### src/rtl/alu_bist_driver.sv
// Built-in self-test initiator for the 32-bit single-cycle ALU: applies corner and LFSR
// vectors per operation, compares every response with a golden model and reports the outcome.
module alu_bist_driver #(
  parameter int          N_PER_OP = 16,
  parameter logic [31:0] SEED     = 32'hACE1_2468,
  parameter int          ERR_W    = 8,
  localparam int         IDX_W    = $clog2(5 * N_PER_OP)
) (
  input  logic             clk,
  input  logic             reset_n,
  input  logic             start,
  output logic [31:0]      srca,
  output logic [31:0]      srcb,
  output logic [2:0]       alucontrol,
  input  logic [31:0]      alu_y,
  input  logic             alu_zero,
  output logic             busy,
  output logic             done,
  output logic             pass,
  output logic [ERR_W-1:0] err_count,
  output logic [IDX_W-1:0] first_fail_idx
);

  localparam int          NVEC  = 5 * N_PER_OP;
  localparam int          SUB_W = $clog2(N_PER_OP);
  localparam logic [31:0] TAPS  = 32'h8020_0003;

  typedef enum logic [1:0] {S_IDLE, S_DRIVE, S_CHECK, S_DONE} state_t;

  state_t           state, state_next;
  logic             go;
  logic [IDX_W-1:0] idx;
  logic [SUB_W-1:0] sub;
  logic [2:0]       op;
  logic [31:0]      lfsr, lfsr_next;
  logic [31:0]      vec_a, vec_b, exp_y;
  logic [2:0]       op_ctrl;
  logic             is_corner, last, mismatch;
  logic [ERR_W-1:0] err_next;

  // Vector generation: the first four vectors of each operation are fixed corners
  always_comb begin
    lfsr_next = {1'b0, lfsr[31:1]} ^ (lfsr[0] ? TAPS : 32'd0);
    is_corner = (32'(sub) < 32'd4);
    vec_a     = lfsr;
    vec_b     = {lfsr[15:0], lfsr[31:16]} ^ 32'h5A5A_5A5A;
    if (is_corner) begin
      case (sub[1:0])
        2'd0:    begin vec_a = 32'h0000_0000; vec_b = 32'h0000_0000; end
        2'd1:    begin vec_a = 32'h0000_0000; vec_b = 32'hFFFF_FFFF; end
        2'd2:    begin vec_a = 32'h0000_0001; vec_b = 32'hFFFF_FFFF; end
        default: begin vec_a = 32'h8000_0000; vec_b = 32'h7FFF_FFFF; end
      endcase
    end
    case (op)
      3'd0:    op_ctrl = 3'b010;
      3'd1:    op_ctrl = 3'b110;
      3'd2:    op_ctrl = 3'b111;
      3'd3:    op_ctrl = 3'b000;
      default: op_ctrl = 3'b001;
    endcase
  end

  // Golden model evaluated on the operands currently presented to the ALU
  always_comb begin
    case (alucontrol)
      3'b000:  exp_y = srca & srcb;
      3'b001:  exp_y = srca | srcb;
      3'b010:  exp_y = srca + srcb;
      3'b110:  exp_y = srca - srcb;
      3'b111:  exp_y = {31'd0, $signed(srca) < $signed(srcb)};
      default: exp_y = 32'd0;
    endcase
    mismatch = (alu_y != exp_y) || (alu_zero != (exp_y == 32'd0));
    err_next = (mismatch && !(&err_count)) ? err_count + ERR_W'(1) : err_count;
    last     = (idx == IDX_W'(NVEC - 1));
  end

  always_ff @(posedge clk or negedge reset_n) begin
    if (!reset_n) state <= S_IDLE;
    else          state <= state_next;
  end

  always_comb begin
    state_next = state;
    go         = 1'b0;
    case (state)
      S_IDLE, S_DONE: begin
        if (start) begin
          go         = 1'b1;
          state_next = S_DRIVE;
        end
      end
      S_DRIVE: state_next = S_CHECK;
      S_CHECK: state_next = last ? S_DONE : S_DRIVE;
      default: state_next = S_IDLE;
    endcase
  end

  // Datapath: the LFSR only advances on random vectors, so corners never consume sequence values
  always_ff @(posedge clk or negedge reset_n) begin
    if (!reset_n) begin
      srca           <= 32'd0;
      srcb           <= 32'd0;
      alucontrol     <= 3'b000;
      busy           <= 1'b0;
      done           <= 1'b0;
      pass           <= 1'b0;
      err_count      <= '0;
      first_fail_idx <= '0;
      idx            <= '0;
      sub            <= '0;
      op             <= 3'd0;
      lfsr           <= SEED;
    end else begin
      if (go) begin
        err_count      <= '0;
        first_fail_idx <= '0;
        done           <= 1'b0;
        pass           <= 1'b0;
        busy           <= 1'b1;
        idx            <= '0;
        sub            <= '0;
        op             <= 3'd0;
        lfsr           <= SEED;
      end
      if (state == S_DRIVE) begin
        srca       <= vec_a;
        srcb       <= vec_b;
        alucontrol <= op_ctrl;
        if (!is_corner) lfsr <= lfsr_next;
      end
      if (state == S_CHECK) begin
        err_count <= err_next;
        if (mismatch && (err_count == '0)) first_fail_idx <= idx;
        if (last) begin
          busy <= 1'b0;
          done <= 1'b1;
          pass <= (err_next == '0);
        end else begin
          idx <= idx + IDX_W'(1);
          if (sub == SUB_W'(N_PER_OP - 1)) begin
            sub <= '0;
            op  <= op + 3'd1;
          end else begin
            sub <= sub + SUB_W'(1);
          end
        end
      end
    end
  end

endmodule
### config.mk
export PLATFORM = sky130hd
export DESIGN_NAME = alu_bist_driver
export DESIGN_NICKNAME = d
export VERILOG_FILES = /design/src/rtl/alu_bist_driver.sv
export SDC_FILE = /design/constraint.sdc
export NUM_CORES = 1
export LEC_CHECK = 0
export CAP_MARGIN = 5
export CORE_UTILIZATION = 53
export DETAILED_ROUTE_END_ITERATION = 10
export GPL_TIMING_DRIVEN = 0
export PLACE_DENSITY_LB_ADDON = 0.3
export RECOVER_POWER = 50
export SLEW_MARGIN = 5
export SYNTH_ARGS = -nofsm -noshare
export SYNTH_HDL_FRONTEND = slang
export SYNTH_SLANG_ARGS = --single-unit
### constraint.sdc
create_clock -name clk -period 3.89 [get_ports clk]
set_clock_uncertainty 0.15 [all_clocks]
set_input_delay 0.778 -clock clk [delete_from_list [all_inputs] [get_ports clk]]
set_output_delay 0.778 -clock clk [all_outputs]
set_load 0.005 [all_outputs]
* Word-level counts from Yosys, hierarchy flattened
Cells that the tools add are included.
Operators by class: bitwise gates (word level) 4, order comparisons 2, $add $sub $neg 6, reduce and logical (&&, ||, !) cells 16, eq/ne operators 17, muxes and demuxes 41
Operators by type and width (count):
- two-way mux 32 bit | 6
- case mux 32 bit (5 select lines) | 1
- case mux 32 bit (2 select lines) | 2
- two-way mux 7 bit | 6
- adder 32 bit | 1
- AND 32 bit | 1
- zero test 32 bit | 1
- less-than comparator 32 bit | 1
- inequality test 32 bit | 1
- OR 32 bit | 1
- subtractor 32 bit | 1
- bitwise XOR 31 x 32 -> 32 bit | 1
- two-way mux 8 bit | 3
- zero test 8 bit | 2
- two-way mux 4 bit | 4
- NOT 16 bit | 1
- two-way mux 3 bit | 4
- case mux 3 bit (4 select lines) | 1
- two-way mux 1 bit | 11
- == test 3 x 2 -> 1 bit (second input constant) | 3
- adder 8 x 1 -> 8 bit (second input constant) | 1
- AND reduction 8 bit | 1
- adder 7 x 1 -> 7 bit (second input constant) | 1
- == test 7 bit (second input constant) | 1
- 19 further kinds | 30
Storage, ports and cells: output and inout bits 85, flip-flop bits (word level) 133

* Longest topological paths before layout
depth in word-level cells 10, gate-level depth with buffers 18, depth with buffers taken out 17

* Worst setup path before layout
OpenSTA, ideal clock, no wires.
path kind flip-flop to flip-flop, start reg srca[0], end reg err_count[4], slack -0.468 ns, library setup time 0.126 ns, cell stages (with the launch flop) 19, clock period less this slack 4.358 ns, data required time 3.614 ns, arrival time 4.082 ns, buffers on the path 1, cells stage by stage dfrtp_1 inv_1 ha_1 fa_1 nor2_1 o311ai_2 a211oi_2 a211oi_2 or3_1 a31oi_2 nand3_1 nor4bb_1 nand3_1 o31a_1 o41ai_2 nand2_2 buf_6 and3_1 a311o_1
On the way: longest elaborated chain between the ends 8
Ends and longest elaborated chain:
- start, declared | line 12 | output logic [31:0] srca,
- start signal, assigned | line 128 | srca <= vec_a;
- subtractor 32 bit (tied with other cells) | line 70 | 3'b110: exp_y = srca - srcb;
- case mux 32 bit (5 select lines) * | line 66 | case (alucontrol)
- zero test 32 bit | line 74 | mismatch = (alu_y != exp_y) || (alu_zero != (exp_y == 32'd0));
- inequality test 1 bit | line 74
- logical OR 1 bit * | line 74
- logical AND 1 bit * | line 75 | err_next = (mismatch && !(&err_count)) ? err_count + ERR_W'(1) : err_count;
- two-way mux 8 bit * | line 75
- two-way mux 8 bit * | line 133 | if (state == S_CHECK) begin
- end signal, assigned | line 134 | err_count <= err_next;
- end, declared | line 20 | output logic [ERR_W-1:0] err_count,
Mark *: on every way between the ends. The rest lies on a longest branch, timed or not. A chain may end at the register's enable or synchronous reset.

* Final worst setup path
start reg srca[7], end reg err_count[4]
Same word-level chain as after synthesis.

==> results_dict.tcl <==
set metrics [dict create \
    max_clock_freq_mhz 203 \
    ant_nets 0 \
    synth-async-reset-ratio 1.00 \
    grtUsageMet3 0.0753 \
    start_util 0.540 \
    worst_slack_ps -1040 \
    drt_wl_total_um 51700 \
    yosysWarnings 0 \
    die_h_um 154 \
    dieArea_um2 23600 \
    numCtsBuffers 17 \
    clock_sinks 133 \
    cts-htree-levels 4 \
    cp-end-kind "register" \
    cap_viol_max_count 1 \
    netlist_instances 1556 \
    finalSetupViolations 16 \
    cp_max_fo 10 \
    p_leak_nw 6.35 \
    multi_input_area_um2 8840 \
    synth-seq-cells 133 \
    overflow 0 \
    cts_root_buf "clkbuf_16" \
    syn_avg_cell_area_um2 7.83 \
    synthTopCellsByArea "dfrtp_1, ha_1, o21ai_0" \
    gp_routability_congestion 1.01 \
    synth_edf_count 0 \
    synthesis.nets 1703 \
    vias 13534 \
    cts_tree "done" \
    pre_cts_ws_ps -2090 \
    num_rows 55 \
    finalSetupTns_ps -15480 \
    path_class "reg2reg" \
    startpoint_type "register" \
    synthMostInstantiatedCell "nand2_1" \
    arrival_ps 5090 \
    synth_flop_cell "dfrtp_1" \
    grt_pass1_wl_um 75700 \
    rsz0062_at_grt "true" \
    core_um2 22600 \
    netlist_area_um2 12200 \
    grt_antenna_before_repair 0 \
    use_met2 0.691 \
    finalCritPeriodShare 1.27 \
    synth.distinct_cells 96 \
    wl_per_cell_um 25.3 \
    cp.required_ps 4050 \
    drt_first_pass_iters 6 \
    grt_max_degree 98 \
    drt_iter0_markers 1796 \
    clkLatencyLatePin_ps 430 \
    finalHoldViolCount 0 \
    min_period_ps 4930 \
    ff_latch_area_um2 3370 \
    area_growth_pct 28.6 \
    drv_slew 38 \
    drcViolationCount 0 \
    worstMarginPinSlew_ps 1950 \
    n_fill_cell 1792 \
    drive_above_1_share 0.177 \
    maxSlewHeadroom -0.297 \
    grt.busiest_layer "met2" \
    hpwl_um 38900 \
    status "finished, violations left" \
    die_x_um 154 \
    fin_nets 1887 \
    antenna_cells 0 \
    synth_top_area_share 0.246 \
    grt_usage 0.425 \
    synth_commonest_cells "nand2_1, o21ai_0, a21oi_1" \
    hold_class "reg2reg" \
    io_pins 121 \
    io_buffers 120 \
    power_density_nw_per_um2 661 \
    synth_seq_area_share 0.275 \
    grt_pass1_vias 12752 \
    via_per_inst 6.64 \
    clkTransAtPathRegs_ps 60 \
    violations "capacitance limit, slew limit, setup timing" \
    met1_usage 0.544 \
    vdd_drop_max_mv 0.511 \
    synth_area_leader_cell "dfrtp_1" \
    cts_buffer_depth 2 \
]
[what timing repair did]
action / 4_1_cts / 5_1_grt
resized for setup: 120 / 96
pin swaps: 37 / 34
buffers inserted: 29 / 16
hold buffers: 0 / 0
setup endpoints to repair: 16 / 16
[layout by cell type, fill, tap and decap left out, types with 10 or more instances in the layout]
| cell | count |
|---|---|
| nand2_1 | 163 |
| o21ai_0 | 127 |
| inv_1 | 126 |
| a21oi_1 | 107 |
| clkdlybuf4s50_1 | 103 |
| nor2_1 | 102 |
| dfrtp_1 | 102 |
| ha_1 | 99 |
| buf_4 | 57 |
| nand3_1 | 50 |
| clkbuf_1 | 44 |
| mux2i_1 | 41 |
| xnor2_1 | 34 |
| nor3_1 | 27 |
| o211ai_1 | 21 |
| nor2b_1 | 20 |
| nand4_1 | 20 |
| a21oi_2 | 19 |
| dfrtp_2 | 18 |
| clkbuf_16 | 17 |
| dlygate4sd3_1 | 16 |
| o31ai_1 | 15 |
| a21o_1 | 13 |
| nor4_1 | 13 |
| dfstp_2 | 13 |
| xor2_1 | 12 |
| o22ai_1 | 12 |
| nand2b_1 | 11 |
| o21ai_1 | 11 |
| buf_6 | 10 |
| and3_1 | 10 |
[cells by family (layout without fill, tap and decap cells)]
group                    Yosys count  in the layout  share of synthesized area
AND/OR/NAND/NOR                  511            511                      0.207
buffers and inverters            225            422                     0.0771
multiplexers                      46             46                     0.0381
flip-flops                       133            133                      0.275
adder cells (fa/ha/maj)          111            111                      0.115
AO/OA/AOI/OAI                    484            484                      0.255
XOR/XNOR                          46             46                     0.0331
[final cells by class]
class,count,share of cell area
Multi-Input combinational cell,1198,0.564
Clock buffer,20,0.0285
Inverter,136,0.0326
Tap cell,285,0.0228
Sequential cell,133,0.215
Buffer,88,0.0303
Clock inverter,12,0.00783
Timing Repair Buffer,166,0.0990
[sequential cells by signal (all words and copies together), names as in the netlist]
| register | count |
|---|---|
| state | 2 |
| idx | 7 |
| err_count | 8 |
| first_fail_idx | 7 |
| pass | 1 |
| alucontrol | 3 |
| srca | 32 |
| op | 3 |
| lfsr | 32 |
| done | 1 |
| sub | 4 |
| srcb | 32 |
| busy | 1 |
[final timing paths]
path,start,end,slack (ps),cells after the start
min in group asynchronous,reset_n,op[0],740,1
setup reg to reg,srca[7],err_count[4],-1040,19
hold reg to reg,done,done,340,2
hold / removal,done,done,340,2
max in group asynchronous,reset_n,srca[17],420,2
setup / recovery,srca[7],err_count[4],-1040,19
[worst max-delay path, stage by stage (launching register included)]
cell and delay (ps):
dfrtp_2 420, inv_1 120, ha_1 340, buf_4 190, nand4_1 230, nor3_2 310
o21ai_4 140, a31oi_4 280, mux2i_2 300, nor4_4 80, buf_4 170, buf_4 140
xnor2_1 100, or4_1 570, nor4_4 300, and4_4 340, nand2_4 70, buf_6 130
and3_4 140, a311o_1 260
[stage by stage]
stage	utilization	cell area, µm²	power (W)	hold WS [ps]	instances
detailed placement	0.612	13800	0.00769	323	1962
global placement	0.611	13800	0.00759	315	1961
floorplan	-	12200	0.00558	321	1556
CTS	0.671	15100	0.00973	106	2022
global route	0.694	15700	0.0108	355	2038
finish	0.694	15700	0.0104	336	2038
[power breakdown]
group | switching (W) | internal, W | total (W)
Sequential | 0.000442 | 0.00172 | 0.00216
Combinational | 0.00419 | 0.00245 | 0.00664
Clock | 0.000647 | 0.000908 | 0.00156
Total | 0.00528 | 0.00508 | 0.0104
[per-layer routing]
layer	wire, µm	vias to the layer above	share of wire
met5	0	-	0
met4	3090	0	0.060
met3	5180	218	0.10
met2	23400	884	0.45
met1	20000	6501	0.39
li1	-	5931	-
Note: power is estimated with default switching activity, not from simulation.
